**src/rtl/uart_pkg.sv**
```systemverilog
// rtl/uart_pkg.sv - shared UART state encodings and widths for receiver and transmitter
package uart_pkg;

    localparam int DATA_W = 8;
    localparam int COMP_W = 16;
    localparam int BIT_CW = 4;

    typedef enum logic [1:0] {
        IDLE    = 2'd0,
        START   = 2'd1,
        RECEIVE = 2'd2,
        STOP    = 2'd3
    } uart_state_e;

endpackage

```
**src/rtl/sync_2ff.sv**
```systemverilog
// rtl/sync_2ff.sv - two-flop synchronizer for one asynchronous input, configurable reset value
module sync_2ff #(
    parameter logic RESET_VAL = 1'b1
) (
    input  logic clk,
    input  logic resetn,
    input  logic d,
    output logic q
);

    logic meta;

    always_ff @(posedge clk or negedge resetn) begin
        if (!resetn) begin
            meta <= RESET_VAL;
            q    <= RESET_VAL;
        end else begin
            meta <= d;
            q    <= meta;
        end
    end

endmodule

```
**src/rtl/uart_receiver.sv**
```systemverilog
// rtl/uart_receiver.sv - 8N1 UART receiver, mid-bit sampling, valid/ack output with error pulses
module uart_receiver
    import uart_pkg::*;
(
    input  logic              clk,
    input  logic              resetn,
    input  logic [COMP_W-1:0] comp,
    input  logic              rec_en,
    input  logic              uart_rx,
    input  logic              rx_ack,
    output logic [DATA_W-1:0] rx_data,
    output logic              rx_valid,
    output logic              rx_frame_err,
    output logic              rx_overrun
);

    logic rx_s;
    logic rx_p;

    uart_state_e       state, state_n;
    logic [COMP_W-1:0] comp_int, comp_int_n;
    logic [COMP_W-1:0] comp_c, comp_c_n;
    logic [BIT_CW-1:0] bit_c, bit_c_n;
    logic [DATA_W-1:0] shreg, shreg_n;
    logic [DATA_W-1:0] data_n;
    logic              valid_n;
    logic              frame_err_n;
    logic              overrun_n;
    logic              deliver;
    logic [COMP_W-1:0] half;

    sync_2ff #(.RESET_VAL(1'b1)) u_sync (
        .clk    (clk),
        .resetn (resetn),
        .d      (uart_rx),
        .q      (rx_s)
    );

    // Edge-detect history keeps running while disabled so a line held low never fakes a start.
    always_ff @(posedge clk or negedge resetn) begin
        if (!resetn) begin
            rx_p <= 1'b1;
        end else begin
            rx_p <= rx_s;
        end
    end

    assign half = comp_int >> 1;

    always_comb begin
        state_n     = state;
        comp_int_n  = comp_int;
        comp_c_n    = comp_c;
        bit_c_n     = bit_c;
        shreg_n     = shreg;
        data_n      = rx_data;
        valid_n     = rx_valid;
        frame_err_n = 1'b0;
        overrun_n   = 1'b0;
        deliver     = 1'b0;

        case (state)
            IDLE: begin
                comp_c_n = '0;
                bit_c_n  = '0;
                if (rx_p && !rx_s) begin
                    state_n    = START;
                    comp_int_n = comp;
                end
            end
            START: begin
                comp_c_n = comp_c + 16'd1;
                if (comp_c == half) begin
                    comp_c_n = '0;
                    bit_c_n  = '0;
                    state_n  = rx_s ? IDLE : RECEIVE;
                end
            end
            RECEIVE: begin
                comp_c_n = comp_c + 16'd1;
                if (comp_c >= comp_int) begin
                    shreg_n  = {rx_s, shreg[DATA_W-1:1]};
                    comp_c_n = '0;
                    bit_c_n  = bit_c + 4'd1;
                    if (bit_c == 4'd7) begin
                        state_n = STOP;
                    end
                end
            end
            STOP: begin
                comp_c_n = comp_c + 16'd1;
                if (comp_c >= comp_int) begin
                    comp_c_n = '0;
                    state_n  = IDLE;
                    if (rx_s) begin
                        deliver = 1'b1;
                    end else begin
                        frame_err_n = 1'b1;
                    end
                end
            end
            default: begin
                state_n = IDLE;
            end
        endcase

        // An ack landing on the deliver cycle frees the holding register for the new byte.
        if (deliver) begin
            if (!rx_valid || rx_ack) begin
                data_n  = shreg;
                valid_n = 1'b1;
            end else begin
                overrun_n = 1'b1;
            end
        end else if (rx_valid && rx_ack) begin
            valid_n = 1'b0;
        end

        if (!rec_en) begin
            state_n     = IDLE;
            comp_int_n  = '0;
            comp_c_n    = '0;
            bit_c_n     = '0;
            shreg_n     = '0;
            data_n      = '0;
            valid_n     = 1'b0;
            frame_err_n = 1'b0;
            overrun_n   = 1'b0;
        end
    end

    always_ff @(posedge clk or negedge resetn) begin
        if (!resetn) begin
            state        <= IDLE;
            comp_int     <= '0;
            comp_c       <= '0;
            bit_c        <= '0;
            shreg        <= '0;
            rx_data      <= '0;
            rx_valid     <= 1'b0;
            rx_frame_err <= 1'b0;
            rx_overrun   <= 1'b0;
        end else begin
            state        <= state_n;
            comp_int     <= comp_int_n;
            comp_c       <= comp_c_n;
            bit_c        <= bit_c_n;
            shreg        <= shreg_n;
            rx_data      <= data_n;
            rx_valid     <= valid_n;
            rx_frame_err <= frame_err_n;
            rx_overrun   <= overrun_n;
        end
    end

endmodule

```
**config.mk**
```make
export PLATFORM = sky130hd
export DESIGN_NAME = uart_receiver
export DESIGN_NICKNAME = d
export VERILOG_FILES = /design/src/rtl/uart_pkg.sv /design/src/rtl/sync_2ff.sv /design/src/rtl/uart_receiver.sv
export SDC_FILE = /design/constraint.sdc
export NUM_CORES = 1
export LEC_CHECK = 0
export ABC_AREA = 0
export CAP_MARGIN = 0
export CORE_MARGIN = 3
export CORE_UTILIZATION = 55
export CTS_BUF_LIST = sky130_fd_sc_hd__clkbuf_4
export DETAILED_ROUTE_END_ITERATION = 10
export PLACE_DENSITY = 0.77
export SKIP_CTS_REPAIR_TIMING = 1
export SLEW_MARGIN = 20
export SYNTH_ARGS = -nofsm -noshare
export SYNTH_HDL_FRONTEND = slang
export SYNTH_SLANG_ARGS = --single-unit
```
**constraint.sdc**
```tcl
create_clock -name clk -period 2.35 [get_ports clk]
set_input_delay 0.5875 -clock clk [delete_from_list [all_inputs] [get_ports clk]]
set_output_delay 0.5875 -clock clk [all_outputs]
set_load 0.05 [all_outputs]
```
==> summary.md <==
| Metric | Value |
|---|---|
| WP data arrival | `2470 ps` |
| Status | `complete, no violations` |
| Die Ht | `82.81 um` |
| Clk_lat worst skew | `420 ps` |
| Setup tns final | `0 ps` |
| Final min period | `2188 ps` |
| CTS clk-pin slew, worst paths | `110 ps` |
| CTS tree | `done` |
| Clock skew | `12.66 ps` |
| Top-area cell type share of the netlist area | `0.4396` |
| Clk sink count | `60` |
| Layout cells sized above 1 | `0.1000` |
| Aggregate global routing overflow | `0` |
| Die X | `82.81 um` |
| Iter 0 DRT Violations | `178` |
| Cell Rows | `27` |
| Crit end category | `flop` |
| Post-Route WL | `6.758 mm` |
| Nets | `424` |
| Slew Viols, Final | `0` |
| FF+latch count, synth | `60` |
| Synth area leaders | `dfrtp_1 44%, ha_1 6.9%, xor2_1 6.5%` |
| First-pass GRT wire length | `11.84 mm` |
| Vias/cell | `5.606` |
| Final Hold Viols | `0` |
| Setup crit start kind | `flop` |
| CP Data Required Time | `2630 ps` |
| Vias in the first global route | `2,496` |
| Place WS | `122.2 ps` |
| Number of diodes | `0` |
| Max cap viols | `0` |
| Synth Area per Inst | `9.323 um^2` |
| Via count | `2,590` |
| FFs w/ async S/R, synth | `1.000` |
| RSZ-0062 raised after global routing | `false` |
| Fin worst setup slack | `162.1 ps` |
| I/O pin total | `32` |
| Net count after synthesis | `387` |
| Top-count cell post-synth | `dfrtp_1` |
| DRC | `0` |
| Starting density of the core | `0.5785` |
| Worst hold path class | `in -> async` |
| Number of setup violations in the final report | `0` |
| Cell area after synthesis | `3244 um^2` |
| Slew headroom | `0.6153` |
| Die Area | `6857 um^2` |
| Area Overhead vs Synth | `16.85%` |
| Worst slew pin tran | `577.0 ps` |
| Ys flop type | `dfrtp_1` |
| Max Buffers Root-to-Sink | `2` |
| Post-synthesis sequential area ratio | `0.4639` |
| Final GP Congestion | `0.8369` |
| Synth area leader | `dfrtp_1` |
| PortBufs | `31` |
| Htree depth | `3` |
| TritonCTS buffer count | `9` |
| Post-Syn Instances | `348` |
| Routed Antenna Nets | `0` |
| Core Region | `5608 um^2` |
| Drt pass-1 iters | `4` |
| Pin count of the biggest net entering global routing | `61` |
| Period utilization | `0.9310` |
| Pleak | `0.001701 uW` |
| Tot GR Track Use | `0.2138` |
| Initial antenna violation count | `0` |
| Critical path type | `reg -> reg` |
| Distinct cells, synth | `50` |
| Worst-path fanout max | `17` |
| Peak Freq | `0.4571 GHz` |
| Cell Pwr Density | `542.1 nW/um^2` |
| Routed WL per cell | `14.63 um` |
| Post-synth EDFFs | `0` |
| Hpwl dp | `4.749 mm` |
| Commonest cells post-synth | `57 x dfrtp_1, 51 x nand2_1, 36 x a21oi_1` |
| Clock Tree Root | `clkbuf_4` |
| Ys Warns | `0` |
| Maximum vdd drop | `0.3365 mV` |
final cells by class:
| cell class | instances | area (um^2) |
|---|---|---|
| timing repair buffer | 40 | 389.1 |
| fill | 453 | 1817 |
| multi-input combinational | 252 | 1593 |
| clock buffer | 10 | 75.07 |
| sequential | 60 | 1505 |
| clock inverter | 6 | 56.30 |
| tap | 72 | 90.09 |
| inverter | 22 | 82.58 |
sequential cells by signal, summed over array words and instances, names as in the netlist:
| signal | cells |
|---|---|
| rx_data | 8 |
| shreg | 8 |
| u_sync.meta | 1 |
| comp_c | 16 |
| bit_c | 4 |
| state | 2 |
| u_sync.q | 1 |
| rx_overrun | 1 |
| rx_valid | 1 |
| rx_p | 1 |
| comp_int | 16 |
| rx_frame_err | 1 |
metrics by stage:
| stage | utilization | hold slack [ps] | instances | cell area (um^2) | total power, uW |
|---|---|---|---|---|---|
| after floorplan | - | 291.9 | 348 | 3244 | 1254 |
| after global placement | 0.6490 | 346.7 | 446 | 3640 | 1343 |
| after detailed placement | 0.6490 | 348.5 | 446 | 3640 | 1348 |
| after CTS | 0.6725 | 168.1 | 462 | 3771 | 2055 |
| after global routing | 0.6760 | 162.5 | 462 | 3791 | 2151 |
| final | 0.6760 | 134.8 | 462 | 3791 | 2055 |
cell families (layout without fill, tap and decap cells):
kind of cell,after synthesis,count (layout),share of synthesized area
and+or+nand+nor,126,126,0.1863
AOI/OAI and AO/OA,79,79,0.1520
DFF,60,60,0.4639
buffers and inverters,36,78,0.05013
xor gates and xnor gates,29,29,0.07829
adders and majority gates,18,18,0.06942
worst max-delay path, stage by stage (launching register included):
cell	delay, ps
dfrtp_1	400
buf_4	160
xor2_1	140
nor4_1	320
nand4_1	290
nor4b_4	250
nor2_4	390
nor2_1	110
layout by cell type (no fill, tap or decap), drive strengths merged, types with 2 or more instances in the layout:
cell and instances:
dfrtp 57, nand2 51, a21oi 37, clkdlybuf4s50 30
xor2 24, nand3 23, o21ai 22, nor2 22
inv 21, ha 18, clkbuf 10, buf 10
nor3 7, nor4 5, and3 5, xnor2 5
clkinv 5, nand4 3, nor2b 3, dfstp 3
nand2b 3, o41ai 2, o32ai 2, a211oi 2
o311ai 2
metal layers:
| layer | global-route usage | vias to the layer above | routed length, um |
|---|---|---|---|
| li1 | - | 1279 | - |
| met1 | 0.2864 | 1255 | 3128 |
| met2 | 0.3331 | 42 | 3275 |
| met3 | 0.04861 | 14 | 207 |
| met4 | 0.09361 | 0 | 146 |
| met5 | 0 | - | 0 |
power breakdown:
group          internal [uW]  switching, uW  leakage, uW
registers               1050           23.9     0.000822
logic                    103            152     0.000806
clock network            327            394    0.0000736
final timing paths:
kind | from | to | slack, ps | depth (start not counted)
max | comp_c[11] | comp_c[6] | 160 | 7
max in group asynchronous | resetn | rx_p | 1860 | 2
min reg2reg | u_sync.meta | u_sync.q | 360 | 0
max reg2reg | comp_c[11] | comp_c[6] | 160 | 7
min | resetn | comp_int[0] | 130 | 2
min in group clk | u_sync.meta | u_sync.q | 360 | 0
No activity file was read; power rests on OpenSTA's default activity.
